<file path="src/rtl/ram_io_port_arbiter_if.sv">
// Bundle of both requester ports plus the single-port RAM bus for ram_io_port_arbiter.
// slave = arbiter side, master = requesters/RAM side.
interface ram_io_port_arbiter_if #(
  parameter int unsigned ADDR_W = 8,
  parameter int unsigned DATA_W = 8
);
  logic              A_req, A_we, A_lock, A_ack, A_rvalid;
  logic [ADDR_W-1:0] A_addr;
  logic [DATA_W-1:0] A_wdata, A_rdata;
  logic              B_req, B_we, B_lock, B_ack, B_rvalid;
  logic [ADDR_W-1:0] B_addr;
  logic [DATA_W-1:0] B_wdata, B_rdata;
  logic              RAM_EN, RAM_WE;
  logic [ADDR_W-1:0] RAM_ADDR;
  logic [DATA_W-1:0] RAM_DIN, RAM_DOUT;

  modport slave (
    input  A_req, A_we, A_addr, A_wdata, A_lock,
    output A_ack, A_rvalid, A_rdata,
    input  B_req, B_we, B_addr, B_wdata, B_lock,
    output B_ack, B_rvalid, B_rdata,
    output RAM_EN, RAM_WE, RAM_ADDR, RAM_DIN,
    input  RAM_DOUT
  );

  modport master (
    output A_req, A_we, A_addr, A_wdata, A_lock,
    input  A_ack, A_rvalid, A_rdata,
    output B_req, B_we, B_addr, B_wdata, B_lock,
    input  B_ack, B_rvalid, B_rdata,
    input  RAM_EN, RAM_WE, RAM_ADDR, RAM_DIN,
    output RAM_DOUT
  );
endinterface

</file>
<file path="src/rtl/ram_io_port_arbiter.sv">
// Two-requester round-robin arbiter for a single-port RAM; IDLE/ISSUE/WAIT/RESP per access.
// Optional lock bursts (up to 4 owned transactions) are enabled by defining RAM_IO_BURST_EN.
module ram_io_port_arbiter #(
  parameter int unsigned ADDR_W = 8,
  parameter int unsigned DATA_W = 8
) (
  input logic                    CLK,
  input logic                    reset,
  ram_io_port_arbiter_if.slave   bus
);
  typedef enum logic [1:0] {IDLE, ISSUE, WAIT, RESP} state_t;

  state_t            state, state_nx;
  logic              win, win_nx;   // 0 = A, 1 = B
  logic              rr, rr_nx;     // 0 = A has priority on contention
  logic              cap_we, cap_we_nx;
  logic [ADDR_W-1:0] cap_addr, cap_addr_nx;
  logic [DATA_W-1:0] cap_wdata, cap_wdata_nx;
  logic [DATA_W-1:0] a_rdata, b_rdata;
  logic              sel;

`ifdef RAM_IO_BURST_EN
  logic [2:0] burst_cnt, burst_cnt_nx, cnt_new;
  logic       own_req, own_lock, hold, eff_rr, sel_lock;
`else
  logic       unused_lock;
  assign unused_lock = bus.A_lock ^ bus.B_lock;
`endif

  always_ff @(posedge CLK or posedge reset) begin
    if (reset) begin
      state     <= IDLE;
      win       <= 1'b0;
      rr        <= 1'b0;
      cap_we    <= 1'b0;
      cap_addr  <= '0;
      cap_wdata <= '0;
`ifdef RAM_IO_BURST_EN
      burst_cnt <= '0;
`endif
    end else begin
      state     <= state_nx;
      win       <= win_nx;
      rr        <= rr_nx;
      cap_we    <= cap_we_nx;
      cap_addr  <= cap_addr_nx;
      cap_wdata <= cap_wdata_nx;
`ifdef RAM_IO_BURST_EN
      burst_cnt <= burst_cnt_nx;
`endif
    end
  end

  always_ff @(posedge CLK or posedge reset) begin
    if (reset) begin
      a_rdata <= '0;
      b_rdata <= '0;
    end else if (state == WAIT && !cap_we) begin
      if (win) b_rdata <= bus.RAM_DOUT;
      else     a_rdata <= bus.RAM_DOUT;
    end
  end

  always_comb begin
    state_nx     = state;
    win_nx       = win;
    rr_nx        = rr;
    cap_we_nx    = cap_we;
    cap_addr_nx  = cap_addr;
    cap_wdata_nx = cap_wdata;
`ifdef RAM_IO_BURST_EN
    burst_cnt_nx = burst_cnt;
    own_req  = win ? bus.B_req  : bus.A_req;
    own_lock = win ? bus.B_lock : bus.A_lock;
    hold     = (burst_cnt != 3'd0) && own_req && own_lock;
    // A burst ending on lock/req drop hands contention priority to the other side.
    eff_rr   = (burst_cnt != 3'd0) ? ~win : rr;
    sel      = hold ? win : ((bus.A_req && bus.B_req) ? eff_rr : bus.B_req);
    sel_lock = sel ? bus.B_lock : bus.A_lock;
    cnt_new  = hold ? burst_cnt + 3'd1 : 3'd1;
`else
    sel      = (bus.A_req && bus.B_req) ? rr : bus.B_req;
`endif
    unique case (state)
      IDLE: begin
        if (bus.A_req || bus.B_req) begin
          state_nx     = ISSUE;
          win_nx       = sel;
          cap_we_nx    = sel ? bus.B_we    : bus.A_we;
          cap_addr_nx  = sel ? bus.B_addr  : bus.A_addr;
          cap_wdata_nx = sel ? bus.B_wdata : bus.A_wdata;
`ifdef RAM_IO_BURST_EN
          if (sel_lock && cnt_new < 3'd4) begin
            burst_cnt_nx = cnt_new;
          end else begin
            burst_cnt_nx = '0;
            rr_nx        = ~sel;
          end
`else
          rr_nx        = ~sel;
`endif
        end
      end
      ISSUE:   state_nx = WAIT;
      WAIT:    state_nx = RESP;
      RESP:    state_nx = IDLE;
      default: state_nx = IDLE;
    endcase
  end

  always_comb begin
    bus.A_ack    = 1'b0;
    bus.B_ack    = 1'b0;
    bus.A_rvalid = 1'b0;
    bus.B_rvalid = 1'b0;
    bus.RAM_EN   = 1'b0;
    bus.RAM_WE   = 1'b0;
    bus.RAM_ADDR = '0;
    bus.RAM_DIN  = '0;
    if (state == ISSUE) begin
      bus.RAM_EN   = 1'b1;
      bus.RAM_WE   = cap_we;
      bus.RAM_ADDR = cap_addr;
      bus.RAM_DIN  = cap_wdata;
      bus.A_ack    = ~win;
      bus.B_ack    = win;
    end
    if (state == RESP) begin
      bus.A_rvalid = ~win;
      bus.B_rvalid = win;
    end
  end

  assign bus.A_rdata = a_rdata;
  assign bus.B_rdata = b_rdata;
endmodule

</file>
<file path="src/flat_wrapper.sv">
// flat-port wrapper written by rule: the top's interface ports become plain ports
module ram_io_port_arbiter_flat 
#(
  parameter int unsigned ADDR_W = 8,
  parameter int unsigned DATA_W = 8
)
  (CLK, reset, bus_A_req, bus_A_we, bus_A_addr, bus_A_wdata, bus_A_lock, bus_A_ack, bus_A_rvalid, bus_A_rdata, bus_B_req, bus_B_we, bus_B_addr, bus_B_wdata, bus_B_lock, bus_B_ack, bus_B_rvalid, bus_B_rdata, bus_RAM_EN, bus_RAM_WE, bus_RAM_ADDR, bus_RAM_DIN, bus_RAM_DOUT);
  ram_io_port_arbiter_if #(.ADDR_W(ADDR_W), .DATA_W(DATA_W)) bus_i ();
  input logic CLK;
  input logic reset;
  input wire logic [$bits(bus_i.A_req)-1:0] bus_A_req;
  input wire logic [$bits(bus_i.A_we)-1:0] bus_A_we;
  input wire logic [$bits(bus_i.A_addr)-1:0] bus_A_addr;
  input wire logic [$bits(bus_i.A_wdata)-1:0] bus_A_wdata;
  input wire logic [$bits(bus_i.A_lock)-1:0] bus_A_lock;
  output wire logic [$bits(bus_i.A_ack)-1:0] bus_A_ack;
  output wire logic [$bits(bus_i.A_rvalid)-1:0] bus_A_rvalid;
  output wire logic [$bits(bus_i.A_rdata)-1:0] bus_A_rdata;
  input wire logic [$bits(bus_i.B_req)-1:0] bus_B_req;
  input wire logic [$bits(bus_i.B_we)-1:0] bus_B_we;
  input wire logic [$bits(bus_i.B_addr)-1:0] bus_B_addr;
  input wire logic [$bits(bus_i.B_wdata)-1:0] bus_B_wdata;
  input wire logic [$bits(bus_i.B_lock)-1:0] bus_B_lock;
  output wire logic [$bits(bus_i.B_ack)-1:0] bus_B_ack;
  output wire logic [$bits(bus_i.B_rvalid)-1:0] bus_B_rvalid;
  output wire logic [$bits(bus_i.B_rdata)-1:0] bus_B_rdata;
  output wire logic [$bits(bus_i.RAM_EN)-1:0] bus_RAM_EN;
  output wire logic [$bits(bus_i.RAM_WE)-1:0] bus_RAM_WE;
  output wire logic [$bits(bus_i.RAM_ADDR)-1:0] bus_RAM_ADDR;
  output wire logic [$bits(bus_i.RAM_DIN)-1:0] bus_RAM_DIN;
  input wire logic [$bits(bus_i.RAM_DOUT)-1:0] bus_RAM_DOUT;
  assign bus_i.A_req = bus_A_req;
  assign bus_i.A_we = bus_A_we;
  assign bus_i.A_addr = bus_A_addr;
  assign bus_i.A_wdata = bus_A_wdata;
  assign bus_i.A_lock = bus_A_lock;
  assign bus_A_ack = bus_i.A_ack;
  assign bus_A_rvalid = bus_i.A_rvalid;
  assign bus_A_rdata = bus_i.A_rdata;
  assign bus_i.B_req = bus_B_req;
  assign bus_i.B_we = bus_B_we;
  assign bus_i.B_addr = bus_B_addr;
  assign bus_i.B_wdata = bus_B_wdata;
  assign bus_i.B_lock = bus_B_lock;
  assign bus_B_ack = bus_i.B_ack;
  assign bus_B_rvalid = bus_i.B_rvalid;
  assign bus_B_rdata = bus_i.B_rdata;
  assign bus_RAM_EN = bus_i.RAM_EN;
  assign bus_RAM_WE = bus_i.RAM_WE;
  assign bus_RAM_ADDR = bus_i.RAM_ADDR;
  assign bus_RAM_DIN = bus_i.RAM_DIN;
  assign bus_i.RAM_DOUT = bus_RAM_DOUT;
  ram_io_port_arbiter #(.ADDR_W(ADDR_W), .DATA_W(DATA_W)) u_core (.CLK(CLK), .reset(reset), .bus(bus_i));
endmodule
</file>
<file path="config.mk">
export PLATFORM = sky130hd
export DESIGN_NAME = ram_io_port_arbiter_flat
export DESIGN_NICKNAME = d
export VERILOG_FILES = /design/src/rtl/ram_io_port_arbiter_if.sv /design/src/rtl/ram_io_port_arbiter.sv /design/src/flat_wrapper.sv
export SDC_FILE = /design/constraint.sdc
export NUM_CORES = 1
export LEC_CHECK = 0
export ABC_CLOCK_PERIOD_IN_PS = 3800
export CAP_MARGIN = 20
export CORE_ASPECT_RATIO = 1.2
export CORE_MARGIN = 3
export CORE_UTILIZATION = 45
export CTS_BUF_LIST = sky130_fd_sc_hd__clkbuf_8
export DETAILED_ROUTE_END_ITERATION = 8
export GPL_TIMING_DRIVEN = 1
export PLACE_DENSITY = 0.89
export SETUP_SLACK_MARGIN = 0.4
export SYNTH_ARGS = -nofsm -noshare
export SYNTH_HDL_FRONTEND = slang
export SYNTH_SLANG_ARGS = --single-unit
</file>
<file path="constraint.sdc">
create_clock -name CLK -period 3.8 [get_ports CLK]
set_input_delay 0.38 -clock CLK [delete_from_list [all_inputs] [get_ports CLK]]
set_output_delay 0.38 -clock CLK [all_outputs]
set_load 0.005 [all_outputs]
</file>
# ---- After elaboration in Yosys (flattened, before gate mapping)
# Cells that the tools add are included.
dict set report op_classes {
  eq_ne 4
  muxes 14
  bitwise 2
  reduce_logical 8
}
# op n
set op_table {}
lappend op_table {{$mux 8} 4}
lappend op_table {{$mux 1} 8}
lappend op_table {{$pmux 2 s4} 1}
lappend op_table {{$reduce_and 2->1} 3}
lappend op_table {{$eq 2x2->1 const B} 2}
lappend op_table {{$eq 2x1->1 const B} 1}
lappend op_table {{$logic_and 1x1->1} 2}
lappend op_table {{$logic_not 2->1} 1}
lappend op_table {{$mux 2} 1}
lappend op_table {{$ne 2x1->1 const B} 1}
lappend op_table {{$not 1->1} 2}
lappend op_table {{$logic_not 1->1} 1}
lappend op_table {{$logic_or 1x1->1} 1}
dict set report totals {
  register_bits 37
  in_bits 48
  out_inout_bits 38
  word_cells 36
}

# ---- Depth between registers and ports, before layout
# Gate-level depths: netlist (run 1).
dict set report logic_depth {
  ltp_word 3
  mapped_depth 7
}

# ---- Worst setup path after synthesis (run 1)
# No wires, ideal clock.
dict set report synth_path {
  path_kind {flip-flop to flip-flop}
  start {register u_core.state[0]}
  end {register u_core.a_rdata[0] (netlist: u_core.bus.A_rdata[0])}
  setup_ps 125
  t_arrival_ps 1371
  path_slack_ps 2304
  path_stages_with_launch 5
  n_path_buf 0
  path_cell_list {dfrtp_1 > inv_1 > ha_1 > nor3b_4 > mux2_2}
}
dict set report synth_via {
  elab_chain_len 3
}
# element line_no
set synth_rtl {}
lappend synth_rtl {{start: declaration} ram_io_port_arbiter.sv:13} ;# state_t state, state_nx;
lappend synth_rtl {{start signal: assignment} ram_io_port_arbiter.sv:42} ;# state <= state_nx;
lappend synth_rtl {{$eq 2x2->1} ram_io_port_arbiter.sv:58} ;# end else if (state == WAIT && !cap_we) begin
lappend synth_rtl {{$logic_and 1x1->1} ram_io_port_arbiter.sv:58}
lappend synth_rtl {{$reduce_and 2->1 (no line)} -}
lappend synth_rtl {{end signal: assignment} ram_io_port_arbiter.sv:60} ;# else a_rdata <= bus.RAM_DOUT;
lappend synth_rtl {{end: declaration} ram_io_port_arbiter.sv:19} ;# logic [DATA_W-1:0] a_rdata, b_rdata;
# Every way passes these cells.
# A chain may end at the register's enable or synchronous reset.

# ---- Worst setup path after layout (run 1)
dict set report layout_path {
  start {register u_core.state[1]}
  end {output bus_RAM_ADDR[5]}
}
dict set report layout_via {
  elab_chain_len 2
}
# element line_no
set layout_rtl {}
lappend layout_rtl {{$eq 2x1->1} ram_io_port_arbiter.sv:120} ;# if (state == ISSUE) begin
lappend layout_rtl {{$mux 8} ram_io_port_arbiter.sv:120}
lappend layout_rtl {{end: declaration} flat_wrapper.sv:29} ;# output wire logic [$bits(bus_i.RAM_ADDR)-1:0] bus_RAM_ADDR;
# Every way passes these cells.

==> flow_metrics.tcl, run 1 <==
set metrics [dict create \
    status "completed" \
    maxCapViolCount 0 \
    initial_core_util_pct 48.2 \
    crit_fanout 20 \
    dpl.hpwl_mm 3.42 \
    numClockSinks 37 \
    grt_overflow 0 \
    drt-total-wl_mm 4.88 \
    timing.rr.start "u_core.state[0]$_DFFE_PP0P_" \
    grt_max_degree 24 \
    vias 1639 \
    drtAntennaViolNets 0 \
    end_kind "output pin" \
    synthArstFlopShare_pct 100 \
    finalWorstSetupSlack_ns 1.37 \
    crit_required_ns 3.42 \
    core_area_um2 3750 \
    cts_tree "built" \
    viasPerCell 5.30 \
    leakagePower_uw 0.00112 \
    synth.most_common_cell "dfrtp_1" \
    irDropWorstVdd_uv 393 \
    die_h_um 75.5 \
    synth_cell_types 22 \
    hold_ws_ns 0.429 \
    grt_usage_pct 21.4 \
    drc_errors 0 \
    clk_latency_ns 0.29 \
    hold_path_class "in -> async" \
    rr_endpoint "u_core.bus.A_rdata[3]$_DFFE_PP0P_" \
    syn-instance-count 175 \
    power_uw 2060 \
    setup_tns_ns 0 \
    cts_max_path_buffers 2 \
    portBuffers 83 \
    setup.worst_path.start_class "flop" \
    yosys-top-cells-area "dfrtp_1 (51%), mux2_2 (11%), a31oi_1 (6.6%)" \
    r2r_setup_slack_ns 2.02 \
    setup_viol 0 \
    relSlewSlack_pct 43.8 \
    wire_per_inst_um 15.8 \
    worst_slew_pin_slew_ns 0.841 \
    synthToLayoutAreaGrowth_pct 53.5 \
    synth_top_area_share_pct 51.2 \
    power_density_nw_per_um2 741 \
    clock.fmax_ghz 0.412 \
    dp.cells 301 \
    highest_layer "met4" \
    htreeDepth 2 \
    cts_resized 0 \
    crit_arrival_ns 2.05 \
    ios 86 \
    dr_wl_met3_um 373 \
    syn_avg_cell_area_um2 10.3 \
    seq_area_frac_synth_pct 51.2 \
    skew_ns 0.00611 \
    antenna_found_initial 0 \
    fin_nets 308 \
    cts-buffers-inserted 5 \
    drt_iter0_markers 27 \
    synth_fp_nets 227 \
    cts-root-buf "clkbuf_8" \
    synthFlopType "dfrtp_1" \
    wl_met2_mm 2.46 \
    drive_above_1_share_pct 11.7 \
    finalHoldViolCount 0 \
    fin_crit_sh_pct 63.8 \
    fin_cells 309 \
    ctsHoldBuffers 0 \
    first_global_vias 1633 \
    rows 24 \
    min_period_ns 2.43 \
    gp_congestion 0.758 \
    cts.clk_slew.worst_paths_ns 0.07 \
    maxSlewViolCount 0 \
    dieArea_um2 4820 \
    r2r_cells 4 \
    yosysWarnings 0 \
    post-cts-setup-buffers 0 \
    synth_common_cells "dfrtp_1 (37), nor2_1 (20), a31oi_1 (19), and2_1 (19)" \
    synth-edff-count 0 \
    ys_seq_elements 37 \
    critical_path_class "reg -> out" \
    synth_area_um2 1810 \
    drt-met1-wl_mm 1.97 \
    rsz0062_at_grt "false" \
    die_x_um 63.9 \
    synth_top_area_cell "dfrtp_1" \
    drt_pass1_iterations 4 \
    antenna_cells 0 \
    place_worst_setup_slack_ns 1.33 \
    grt_pass1_wl_mm 7.82 \
]
==> cells in the final DEF (no fill, tap or decap) <==
cell type,Yosys,layout
dfrtp_1,37,37
and2b_2,1,1
a31oi_1,19,19
mux2_2,17,17
o21a_1,1,1
o31ai_1,1,1
ha_1,4,4
nor3b_4,1,1
buf_4,3,1
nand2b_1,1,1
nand2_1,2,2
nor2b_1,2,2
nor2_1,20,20
nand3b_2,1,1
and2_1,19,19
a21oi_1,17,17
clkdlybuf4s50_1,0,83
o21ai_0,17,17
clkbuf_8,0,6
bufinv_16,0,1
inv_1,4,4
o21ai_2,1,1
clkinvlp_4,0,1
==> how the worst max path moves through the flow <==
stage                                      startpoint                           endpoint  slack [ns]  cells past startpoint
after global routing      u_core.state[1]$_DFFE_PP0P_                    bus_RAM_ADDR[4]        1.20                      4
final                     u_core.state[1]$_DFFE_PP0P_                    bus_RAM_ADDR[5]        1.37                      4
after global placement                      bus_B_req     u_core.cap_addr[7]$_DFFE_PP0P_        1.38                      4
after floorplan           u_core.state[0]$_DFFE_PP0P_  u_core.bus.A_rdata[0]$_DFFE_PP0P_        2.30                      4
after CTS                 u_core.state[1]$_DFFE_PP0P_                    bus_RAM_ADDR[5]        1.32                      4
after detailed placement                    bus_B_req    u_core.cap_wdata[5]$_DFFE_PP0P_        1.33                      4
==> cells by family (layout without fill, tap and decap cells) <==
kind of cell	count (synthesis)	count (layout)	synth area share (%)
AO/OA/AOI/OAI	56	56	17.3
buffers and inverters	14	96	3.87
AND/OR/NAND/NOR	47	47	14.3
multiplexers	17	17	10.6
adder cells (fa/ha/maj)	4	4	2.77
flip-flops	37	37	51.2
==> worst max-delay path, stage by stage (launching register included) <==
cell and delay, ns:
dfrtp_1 0.41, inv_1 0.09, ha_1 0.52, and2_1 0.21
clkdlybuf4s50_1 0.52
==> sequential cells by signal, indices dropped and copies added, names as in the netlist <==
register,cells
u_core.state,2
u_core.cap_we,1
u_core.bus.B_rdata,8
u_core.cap_wdata,8
u_core.bus.A_rdata,8
u_core.cap_addr,8
u_core.win,1
u_core.rr,1
==> through the flow <==
step / utilization, % / area [um^2]
final: 74.0 / 2780
after global routing: 74.0 / 2780
after CTS: 74.0 / 2780
after detailed placement: 70.8 / 2660
after global placement: 70.8 / 2660
after floorplan: - / 1810
==> report_power, final <==
| group | switching (uW) | internal, uW |
|---|---|---|
| Combinational | 400 | 597 |
| Clock | 137 | 213 |
| Sequential | 115 | 597 |
==> final cells by class <==
cell class	instances	area (um^2)
Timing Repair Buffer	84	838
Sequential cell	37	926
Fill cell	277	976
Inverter	4	15.0
Clock inverter	2	37.5
Multi-Input combinational cell	124	813
Tap cell	52	65.1
Clock buffer	6	82.6
==> per-layer routing <==
layer  vias up  global-route usage [%]
met5         -                       0
li1        783                       -
met3         9                    6.93
met2        70                    37.0
met1       777                    25.5
met4         0                    6.95
Note: power is estimated with default switching activity, not from simulation.
==> inputs of run 2 (changes only) <==
- ABC_CLOCK_PERIOD_IN_PS: 3800 -> 2300
- CORE_UTILIZATION: 45 -> 42
- PLACE_DENSITY: 0.89 -> 0.84
- clock period: 3.8 -> 2.3 ns (I/O delays scaled with it)
==> run 2 against run 1 <==
- final cell count rose by 3.6%
- total power rose by 62%
- sequential power rose by 66%
- sequential share of layout area fell by 1.1 points
- largest cell class is now buffers
- clock skew fell by 0.0034 ns
- global-route usage fell by 1.1 points
- via count rose by 2.0%
- final area rose by 3.5%
- clock power rose by 26%
- highest routed layer unchanged
- critical endpoint is now bus_A_rvalid
==> flow_metrics.tcl, run 2 (synthesized netlist as in run 1, its figures left out) <==
set metrics [dict create \
    status "completed" \
    gp_congestion 0.745 \
    initial_core_util_pct 44.8 \
    cts-root-buf "clkbuf_8" \
    crit_path_start "u_core.state[1]$_DFFE_PP0P_" \
    relSlewSlack_pct 46.0 \
    drtAntennaViolNets 0 \
    cp.depth 4 \
    grt_overflow 0 \
    antenna_cells 0 \
    drt_iter0_markers 66 \
    final_cell_mix "clkdlybuf4s50_1 (63), dfrtp_1 (37), nor2_1 (20)" \
    core_area_um2 4040 \
    rr_endpoint "u_core.bus.A_rdata[2]$_DFFE_PP0P_" \
    grt_max_degree 22 \
    drive_above_1_share_pct 15.8 \
    htreeDepth 2 \
    worst_slew_pin_slew_ns 0.810 \
    cts-buffers-inserted 5 \
    min_period_ns 1.82 \
    combPwrFrac_pct 51.4 \
    drc_errors 0 \
    finalHoldViolCount 0 \
    critical_path_class "reg -> out" \
    leakagePower_uw 0.00144 \
    cts_tree "built" \
    p_seq_share_pct 35.3 \
    power.switching_uw 1110 \
    viasPerCell 5.22 \
    crit_required_ns 2.07 \
    cp_top_family "buffers and inverters" \
    layout_commonest_cell "clkdlybuf4s50_1" \
    irDropWorstVdd_uv 620 \
    power_density_nw_per_um2 1160 \
    grt_usage_pct 20.3 \
    p_int_uw 2220 \
    grt_pass1_wl_mm 8.02 \
    cts.clk_slew.worst_paths_ns 0.07 \
    synthToLayoutAreaGrowth_pct 58.9 \
    crit_end "bus_A_rvalid" \
    clock.fmax_ghz 0.549 \
    setup_viol 0 \
    rows 25 \
    drt_pass1_iterations 4 \
    clk_latency_ns 0.29 \
    maxCapViolCount 0 \
    critPathMaxStageDelay_ns 0.46 \
    end_kind "output pin" \
    r2r_setup_slack_ns 0.61 \
    skew_ns 0.00267 \
    wire_per_inst_um 15.7 \
    fin_nets 317 \
    setup_tns_ns 0 \
    setup.worst_path.start_class "flop" \
    ios 86 \
    maxSlewViolCount 0 \
    portBuffers 83 \
    timing.rr.start "u_core.state[0]$_DFFE_PP0P_" \
    vias 1671 \
    crit_arrival_ns 1.59 \
    path_cells "buf_4 -> ha_1 -> nor2b_1 -> clkdlybuf4s50_1" \
    cp_slowest_cell "clkdlybuf4s50_1" \
    r2r_cells 4 \
    drt-total-wl_mm 5.02 \
    first_global_vias 1679 \
    dieArea_um2 5130 \
    cts_max_path_buffers 2 \
    p_clk_share_pct 13.3 \
    dpl.hpwl_mm 3.63 \
    fin_crit_sh_pct 79.2 \
    die_h_um 77.9 \
    hold_ws_ns 0.256 \
    numClockSinks 37 \
    crit_fanout 3 \
    p_sw_share_pct 33.4 \
    die_x_um 65.9 \
    antenna_found_initial 0 \
    cp_num_buf_inv 2 \
    rsz0062_at_grt "false" \
    hold_path_class "in -> async" \
    power_uw 3330 \
]
## run 2: cell types whose count changed in the layout (fill, tap and decap cells not counted), sizes merged
cell / before / now
clkinv: 0 / 2
dlymetal6s2s: 0 / 17
clkdlybuf4s50: 83 / 63
bufinv: 1 / 0
dlygate4sd2: 0 / 3
buf: 1 / 10
clkbuf: 6 / 5
## run 2: how the worst min path moves through the flow
stage	end	slack [ns]	cells after the start
final	u_core.bus.A_rdata[3]$_DFFE_PP0P_	0.26	3
after global routing	u_core.bus.B_rdata[0]$_DFFE_PP0P_	0.28	3
after CTS	u_core.bus.A_rdata[3]$_DFFE_PP0P_	0.26	3
after detailed placement	u_core.bus.B_rdata[0]$_DFFE_PP0P_	0.49	1
after global placement	u_core.bus.B_rdata[1]$_DFFE_PP0P_	0.49	1
after floorplan	u_core.cap_addr[0]$_DFFE_PP0P_	0.38	2
## run 2: what timing repair did
action | 4_1_cts | 5_1_grt
hold buffers | 0 | 0
cloned | 1 | 0
gates resized for setup | 7 | 20
endpoints found under the setup margin | 19 | 20
buffers inserted | 1 | 1
## run 2: final cells by class
| cell class | count | area (um^2) |
|---|---|---|
| clock buffers | 5 | 68.8 |
| clock inverters | 3 | 17.5 |
| fillers | 304 | 1160 |
| inverters | 4 | 15.0 |
| multi-input cells | 124 | 827 |
| flip-flops and latches | 37 | 926 |
| well taps | 54 | 67.6 |
| repair buffers | 93 | 952 |
## run 2: layer usage
layer  share of wire, %  vias to the layer above  GRT usage, %
met1                 39                      793          23.3
met5                  0                        -             0
met4                1.4                        0          7.26
met2                 53                       75          36.0
li1                   -                      795             -
met3                6.8                        8          4.63
## run 2: power by group through the flow
stage / logic (uW) / registers (uW) / clock network (uW)
6_report: 1710 / 1180 / 442
3_3_place_gp: 1640 / 1160 / 0
3_5_place_dp: 1690 / 1190 / 0
4_1_cts: 1740 / 1170 / 451
5_1_grt: 1890 / 1210 / 485
2_1_floorplan: 838 / 1160 / 0
## run 2: worst reg2reg max path: cells and delay by family (launching register included)
family	cells	cell delay, ns
adder cells (fa/ha/maj)	1	0.21
flip-flops	1	0.43
AND/OR/NAND/NOR	1	0.44
multiplexers	1	0.39
buffers and inverters	1	0.12
## run 2: metrics by stage
step / worst slack, ns / utilization [%] / instance area, um^2 / std cells
2_1_floorplan: 0.804 / - / 1810 / 175
3_3_place_gp: 0.562 / 67.0 / 2710 / 309
3_5_place_dp: 0.513 / 67.0 / 2710 / 309
4_1_cts: 0.373 / 69.8 / 2820 / 319
5_1_grt: 0.408 / 71.2 / 2870 / 320
6_report: 0.477 / 71.2 / 2870 / 320
